`config.mk`:
```
export PLATFORM = sky130hd
export DESIGN_NAME = writeback_stage
export DESIGN_NICKNAME = d
export VERILOG_FILES = /design/src/rtl/rv_pkg.sv /design/src/rtl/load_extract.sv /design/src/rtl/writeback_stage.sv
export SDC_FILE = /design/constraint.sdc
export NUM_CORES = 1
export LEC_CHECK = 0
export ABC_AREA = 1
export CORE_MARGIN = 1
export CORE_UTILIZATION = 51
export DETAILED_ROUTE_END_ITERATION = 8
export GPL_TIMING_DRIVEN = 0
export PLACE_DENSITY = 0.87
export SETUP_SLACK_MARGIN = 0.5
export SLEW_MARGIN = 10
export SYNTH_ARGS = -nofsm -noshare
export SYNTH_HDL_FRONTEND = slang
export SYNTH_HIERARCHICAL = 1
export SYNTH_SLANG_ARGS = --single-unit
```
`constraint.sdc`:
```
create_clock -name clk -period 2.9 [get_ports clk]
set_input_delay 0.58 -clock clk [delete_from_list [all_inputs] [get_ports clk]]
set_output_delay 0.58 -clock clk [all_outputs]
set_load 0.01 [all_outputs]
```
`src/rtl/rv_pkg.sv`:
```
// Shared types and constants for the RISC-V core pipeline.
// Holds result-select encoding, load funct3 codes and datapath widths.
package rv_pkg;

    localparam int XLEN     = 32;
    localparam int REG_ADDR = 5;

    typedef enum logic [1:0] {
        RES_ALU  = 2'b00,
        RES_LOAD = 2'b01,
        RES_PC4  = 2'b10
    } result_src_t;

    localparam logic [2:0] F3_LB  = 3'b000;
    localparam logic [2:0] F3_LH  = 3'b001;
    localparam logic [2:0] F3_LW  = 3'b010;
    localparam logic [2:0] F3_LBU = 3'b100;
    localparam logic [2:0] F3_LHU = 3'b101;

endpackage

```
`src/rtl/load_extract.sv`:
```
// Load data alignment/extension and misalignment detection (combinational).
// Ports: word_i cache word, off_i byte offset, funct3_i size/sign -> data_o, misalign_o.
module load_extract
    import rv_pkg::*;
(
    input  logic [XLEN-1:0] word_i,
    input  logic [1:0]      off_i,
    input  logic [2:0]      funct3_i,
    output logic [XLEN-1:0] data_o,
    output logic            misalign_o
);

    logic [7:0]  byte_sel;
    logic [15:0] half_sel;

    always_comb begin
        unique case (off_i)
            2'd0:    byte_sel = word_i[7:0];
            2'd1:    byte_sel = word_i[15:8];
            2'd2:    byte_sel = word_i[23:16];
            default: byte_sel = word_i[31:24];
        endcase
        half_sel = off_i[1] ? word_i[31:16] : word_i[15:0];
    end

    always_comb begin
        data_o     = word_i;
        misalign_o = 1'b0;
        case (funct3_i)
            F3_LB:  data_o = {{24{byte_sel[7]}}, byte_sel};
            F3_LBU: data_o = {24'd0, byte_sel};
            F3_LH: begin
                data_o     = {{16{half_sel[15]}}, half_sel};
                misalign_o = off_i[0];
            end
            F3_LHU: begin
                data_o     = {16'd0, half_sel};
                misalign_o = off_i[0];
            end
            F3_LW:  misalign_o = (off_i != 2'd0);
            default: data_o = word_i;
        endcase
    end

endmodule

```
`src/rtl/writeback_stage.sv`:
```
// MEM/WB register and writeback select; drives register file write port.
// Ports: MEM-side capture inputs, rf_we/wa/wd, wb_valid, misalign, instret (WB_INSTRET_EN).
module writeback_stage
    import rv_pkg::*;
#(
    parameter int DATA = XLEN,
    parameter int ADDR = REG_ADDR
) (
    input  logic            clk,
    input  logic            rstn,
    input  logic            mem_valid_i,
    input  logic            stall_i,
    input  logic            flush_i,
    input  logic            reg_write_i,
    input  logic [ADDR-1:0] rd_i,
    input  logic [1:0]      result_src_i,
    input  logic [2:0]      funct3_i,
    input  logic [DATA-1:0] alu_result_i,
    input  logic [DATA-1:0] pc_plus4_i,
    input  logic [DATA-1:0] load_word_i,
    output logic            rf_we_o,
    output logic [ADDR-1:0] rf_wa_o,
    output logic [DATA-1:0] rf_wd_o,
    output logic            wb_valid_o,
    output logic            misalign_o,
    output logic [63:0]     instret_o
);

    logic            valid_q, valid_d;
    logic            capture;
    logic            reg_write_q;
    logic [ADDR-1:0] rd_q;
    logic [1:0]      src_q;
    logic [2:0]      funct3_q;
    logic [DATA-1:0] alu_q;
    logic [DATA-1:0] pc4_q;
    logic [DATA-1:0] lw_q;
    logic [DATA-1:0] ld_data;
    logic            ld_mis;
    logic            misalign;

    // Stalled MEM instruction is retired once: WB gets bubbles until release.
    assign valid_d = mem_valid_i & ~stall_i & ~flush_i;
    assign capture = mem_valid_i & ~stall_i;

    always_ff @(posedge clk or negedge rstn) begin
        if (!rstn) begin
            valid_q     <= 1'b0;
            reg_write_q <= 1'b0;
            rd_q        <= '0;
            src_q       <= '0;
            funct3_q    <= '0;
            alu_q       <= '0;
            pc4_q       <= '0;
            lw_q        <= '0;
        end else begin
            valid_q <= valid_d;
            if (capture) begin
                reg_write_q <= reg_write_i;
                rd_q        <= rd_i;
                src_q       <= result_src_i;
                funct3_q    <= funct3_i;
                alu_q       <= alu_result_i;
                pc4_q       <= pc_plus4_i;
                lw_q        <= load_word_i;
            end
        end
    end

    load_extract u_load_extract (
        .word_i     (lw_q),
        .off_i      (alu_q[1:0]),
        .funct3_i   (funct3_q),
        .data_o     (ld_data),
        .misalign_o (ld_mis)
    );

    assign misalign = valid_q & (src_q == RES_LOAD) & ld_mis;

    // Reserved select 11 falls through to the ALU result.
    always_comb begin
        rf_wd_o = alu_q;
        unique case (1'b1)
            (src_q == RES_LOAD): rf_wd_o = ld_data;
            (src_q == RES_PC4):  rf_wd_o = pc4_q;
            default:             rf_wd_o = alu_q;
        endcase
    end

    assign rf_we_o    = valid_q & reg_write_q & (rd_q != '0) & ~misalign;
    assign rf_wa_o    = rd_q;
    assign wb_valid_o = valid_q;
    assign misalign_o = misalign;

`ifdef WB_INSTRET_EN
    logic [63:0] instret_q, instret_d;

    assign instret_d = instret_q + 64'(valid_q & ~misalign);

    always_ff @(posedge clk or negedge rstn) begin
        if (!rstn) instret_q <= '0;
        else       instret_q <= instret_d;
    end

    assign instret_o = instret_q;
`else
    assign instret_o = '0;
`endif

endmodule
```
== After elaboration in Yosys (flattened, before gate mapping) ==
Cells that the tools add are included.

* Flip-flop bits (word level): 108

* Equal/unequal tests: 8
* Multiplexer cells: 5
* Bitwise operators: 10
* Reductions and logical operators: 5

{| class="wikitable"
|+ Operators with widths
! operator !! count
|-
| one-hot mux 32 bit (4 select lines) || 1
|-
| one-hot mux 32 bit (2 select lines) || 1
|-
| one-hot mux 8 bit (3 select lines) || 1
|-
| two-way mux 16 bit || 1
|-
| bitwise AND 1 bit || 7
|-
| == test 3 bit (second input constant) || 2
|-
| nonzero test 5 bit || 1
|-
| == test 2 x 1 -> 1 bit (second input constant) || 2
|-
| == test 2 bit (second input constant) || 2
|-
| == test 3 x 1 -> 1 bit (second input constant) || 1
|-
| == test 3 x 2 -> 1 bit (second input constant) || 1
|-
| zero test 3 bit || 1
|-
| NOT 1 bit || 3
|-
| zero test 2 bit || 1
|-
| one-hot mux 1 bit (2 select lines) || 1
|-
| nonzero test 2 bit || 1
|-
| OR reduction 2 bit || 1
|}

== Depth between registers and ports, before layout ==
* Depth in word-level cells: 6
* Depth in mapped cells: 12
* Mapped depth without buffers: 10

== Cells and area by module ==
The synthesis kept the hierarchy.

{| class="wikitable"
|+ Modules (own cells, without submodules)
! module !! instances !! cells each !! area each (µm²) !! sequential area each (µm²)
|-
| writeback_stage || 1 || 749 || 5641.7 || 2702.6
|-
| load_extract || 1 || 196 || 960.9 || 0.0
|}

== Worst setup path before layout ==
No wires, ideal clock.

* Path kind: reg-to-output
* From: reg alu_q[0]
* To: out rf_wd_o[10]
* Arrival time: 1.382 ns
* Required time: 2.320 ns
* Setup slack: 0.938 ns
* Stages on the path, launching flop included: 12
* Buffers on the path: 2
* Cell sequence: dfrtp_1 -> buf_6 -> nor2_8 -> nand2_1 -> nand3_2 -> nand3_4 -> buf_6 -> nand3_1 -> nand2_1 -> nand2_1 -> nand2_1 -> nand2_1

* Word-level cells in the longest chain between the ends: 4

{| class="wikitable"
|+ Ends and longest elaborated chain
! item !! RTL line !! source
|-
| from (decl) || writeback_stage.sv:35 || <nowiki>logic [DATA-1:0] alu_q;</nowiki>
|-
| from (signal assigned) || writeback_stage.sv:63 || <nowiki>alu_q <= alu_result_i;</nowiki>
|-
| == test 2 bit (tied with other cells) || load_extract.sv:17 || <nowiki>unique case (off_i)</nowiki>
|-
| one-hot mux 8 bit (3 select lines) * || load_extract.sv:17 ||
|-
| one-hot mux 32 bit (4 select lines) * || load_extract.sv:29 || <nowiki>case (funct3_i)</nowiki>
|-
| net ld_data[10] || writeback_stage.sv:38 || <nowiki>logic [DATA-1:0] ld_data;</nowiki>
|-
| one-hot mux 32 bit (2 select lines) * || writeback_stage.sv:83 || <nowiki>unique case (1'b1)</nowiki>
|-
| to (decl) || writeback_stage.sv:23 || <nowiki>output logic [DATA-1:0] rf_wd_o,</nowiki>
|}

The timed path passes the listed nets; every way through them passes the cells marked *.

== Worst setup path in the final report ==
* From: reg alu_q[1]
* To: out rf_wd_o[20]

* Word-level cells in the longest chain between the ends: 4

{| class="wikitable"
|+ Ends and longest elaborated chain
! item !! RTL line
|-
| == test 2 bit (tied with other cells) || load_extract.sv:17
|-
| one-hot mux 8 bit (3 select lines) || load_extract.sv:17
|-
| one-hot mux 32 bit (4 select lines) * || load_extract.sv:29
|-
| net ld_data[20] || writeback_stage.sv:38
|-
| one-hot mux 32 bit (2 select lines) * || writeback_stage.sv:83
|}

Marked as above.

==> results.md <==
* Synthesized netlist cell count at roughly 950
* CTS clk-pin slew, worst paths at 0.07 ns
* Post-synthesis simple-gate area fraction at a little over two fifths
* Ratio of final minimum period to clock period at slightly below 90%
* Initial Util at between 50% and 60%
* Power share of the combinational group at 34.7%
* First-pass GRT wire length at 31.90 mm
* DP HPWL at 14.89 mm
* Initial antenna violation count at 0
* Critical Path RT at 2.32 ns
* Synth async-reset ratio at 100.0%
* Setup CP Type: reg2out
* Ranking of synthesized cells by area: dfrtp_1 (41%), nand2_1 (27%), nand3_1 (11%), buf_4 (8.4%), buf_6 (2.6%)
* Library cells used by synthesis at 24
* Largest net degree at the start of global routing at 73
* Initial DRT Pass Iterations at 5
* Post-synth EDFFs at 0
* Vias at between 6000 and 7000
* Synth warn at 6
* Post-DRT Antenna Nets at 0
* Initial DRC count at between 600 and 700
* Layout fillers at between 1000 and 1500
* Pwr dens at roughly 520 nW/um^2
* Unrepaired setup endpoints after global routing: true
* Worst vdd ir at about 0.57 mV
* Register bit total from synthesis at 108
* Xor-xnor portion of the synthesized cell area at 0%
* Min Tclk post-route at ~2.6 ns
* CP max stage cell: dfrtp_1
* Int Pwr at around 3.1 mW
* CP peak stage delay at around 0.38 ns
* Maxcap violations at 0
* Reg power frac at slightly below 40%
* CP cell instances: buf_8 > nand2_8 > or2_4 > nand3_4 > buf_6 > nand3_2 > nand2_2 > nand2_1 > nand2_1 > nand2_1 > buf_2
* Area leader, netlist: dfrtp_1
* Synth Area in Compound Gates at between 1.5 and 2%
* Critical Path Most Common Cell: nand2_1
* Final Hold Vio Count at 0
* Syn-to-layout area delta at 39.55%
* H-tree depth at 3
* Synth top area share at about two fifths
* Primary FF master, synth: dfrtp_1
* Critical path arrival at 2.00 ns
* Insertion delay to the later sink of the worst-skew pair at 0.36 ns
* Die W at 115.8 um
* # rows at a little over 40
* Synthesized area per cell at between 6 and 7 sq um
* Critical path fanouts, max at 7
* Worst Skew at 0 ns
* DRT Wirelength at 20.24 mm
* Wire per inst at about 15 um
* Clk network pwr share at between 20% and 30%
* Vias/cell at slightly above 5
* CP startpoint kind: flip-flop
* Nets@finish at 1306
* Post-Layout Cell Count at between 1000 and 1500
* Port Buffers at 150
* Sink Count at 108
* Die area at between 10000 and 15000 sq um
* Post-DP Area at roughly 8600 sq um
* Final setup fails at 0
* F_max at between 0.3 and 0.4 GHz
* Total GRT Usage at ~31%
* CTS tree: yes
* Worst Hold Class: in2async
* Placer Congestion at around 0.94
* Mux contribution to synthesized area at 0%
* # placed instances at around 1300
* CTS Buf Count at 9
* Clk buf depth at 2
* Main combinational cell family by area after synthesis: simple AND/OR/NAND/NOR gates
* Layout cells sized above 1 at 21.39%
* Fin. max-slew vios at 0
* ANT cells at 0
* Sequential-to-total area share from yosys stat at around two fifths
* Sw Share at 34.86%
* Core area at approximately 13000 sq um
* Die height at 115.8 um
* Congestion Overflow GR at 0
* Sw Pwr at 1.671 mW
* Vias in the first global route at approximately 6500
* IO Count at about 220
* Worst Setup End Kind: primary output
* Adder-cell share of the synthesized area at less than 1%
* Leakage at about 5.2 nW
* Clock Tree Root: clkbuf_16
* Synth Cell Area at around 6600 sq um
* DRC at 0
* Fin area at slightly above 9000 sq um
* Status: finished clean
-- critical path, delay by kind of cell (launching register included) --
| kind | cells | cell delay [ns] |
|---|---|---|
| buf+inv | 3 | 0.46 |
| flops | 1 | 0.38 |
| simple gates | 8 | 0.78 |
-- final timing paths --
check                           from     endpoint  slack [ns]  depth (start not counted)
max                         alu_q[1]  rf_wd_o[20]        0.32                         11
min                             rstn   rf_wa_o[2]        0.11                          1
max reg2reg                 alu_q[0]     alu_q[0]        1.96                          4
min reg2reg                pc4_q[23]    pc4_q[23]        0.47                          2
max in group asynchronous       rstn     alu_q[0]        2.10                          2
min in group clk           pc4_q[23]    pc4_q[23]        0.47                          2
-- metrics by stage --
| step | setup slack (ns) | TNS (ns) | util (%) | hold slack [ns] | power (mW) |
|---|---|---|---|---|---|
| 2_1_floorplan | 0.9376 | 0 | - | 0.2844 | 2.730 |
| 3_3_place_gp | -2.739 | -294.68 | 67.80 | 0.4539 | 3.386 |
| 3_5_place_dp | 0.1692 | 0 | 68.03 | 0.4585 | 3.416 |
| 4_1_cts | 0.3409 | 0 | 72.04 | 0.1230 | 4.723 |
| 5_1_grt | 0.2431 | 0 | 73.01 | 0.1307 | 5.047 |
| 6_report | 0.3196 | 0 | 73.01 | 0.1102 | 4.796 |
-- logic make-up (layout without fill, tap and decap cells) --
logic type,Yosys count,in the layout
buffers and inverters,141,330
adders and majority gates,2,2
other,1,64
DFF,108,108
AOI/OAI and AO/OA,23,23
and+or+nand+nor,670,670
-- sequential cells by signal (all words and copies together) (netlist names) --
name         count
rf_wa_o          5
alu_q           32
lw_q            32
reg_write_q      1
pc4_q           32
wb_valid_o       1
funct3_q         3
src_q            2
-- cells in the final DEF (no fill, tap or decap), drive strengths merged --
cell type	count
nand3	149
nand2	486
clkdlybuf4s50	115
clkbuf	23
inv	18
or2	1
o21ai	13
and3	1
dfrtp	108
a21oi	4
clkinvlp	1
buf	172
o31ai	1
conb	64
nor2	33
bufinv	1
ha	2
o211ai	5
-- routing by layer --
| layer | part of all wire [%] | up-vias | GRT usage, % | routed length (um) |
|---|---|---|---|---|
| met4 | 2.2 | 0 | 9.829 | 439 |
| li1 | - | 3332 | - | - |
| met1 | 42 | 3268 | 40.80 | 8402 |
| met3 | 7.8 | 35 | 6.224 | 1573 |
| met2 | 49 | 327 | 52.30 | 9828 |
| met5 | 0 | - | 0 | 0 |
-- cell type report --
class                      count  area, sq um  area share (%)
multi-input combinational    759         3403           36.94
sequential                   108         2705           29.36
timing repair buffer         173         1582           17.16
buffer                       125        937.1           10.17
clock buffer                  12        246.5           2.675
tap                          172        215.2           2.336
inverter                      16        70.07          0.7605
clock inverter                 4        55.05          0.5975
-- Yosys cell counts (2+ instances only) --
master / instances
a21oi_1: 4
buf_2: 27
buf_4: 74
buf_6: 15
clkbuf_1: 9
dfrtp_1: 108
ha_1: 2
inv_1: 12
inv_2: 4
nand2_1: 483
nand2_2: 2
nand3_1: 142
nand3_2: 6
nor2_1: 29
nor2_2: 3
o211ai_1: 5
o21ai_0: 13
-- repair_timing --
item	4_1_cts	5_1_grt
hold buffers	0	0
pin swaps	41	20
gates cloned	2	0
gates resized for setup	199	34
setup endpoints to repair	34	34
buffers inserted	17	3
-- power groups by stage --
stage	clock (mW)	sequential, mW	combinational [mW]
after floorplan	0	1.82	0.907
after global placement	0	1.87	1.51
after detailed placement	0	1.87	1.54
after CTS	1.28	1.85	1.59
after global routing	1.34	1.88	1.83
final	1.27	1.86	1.66
Power figures use the tool's default switching activity.
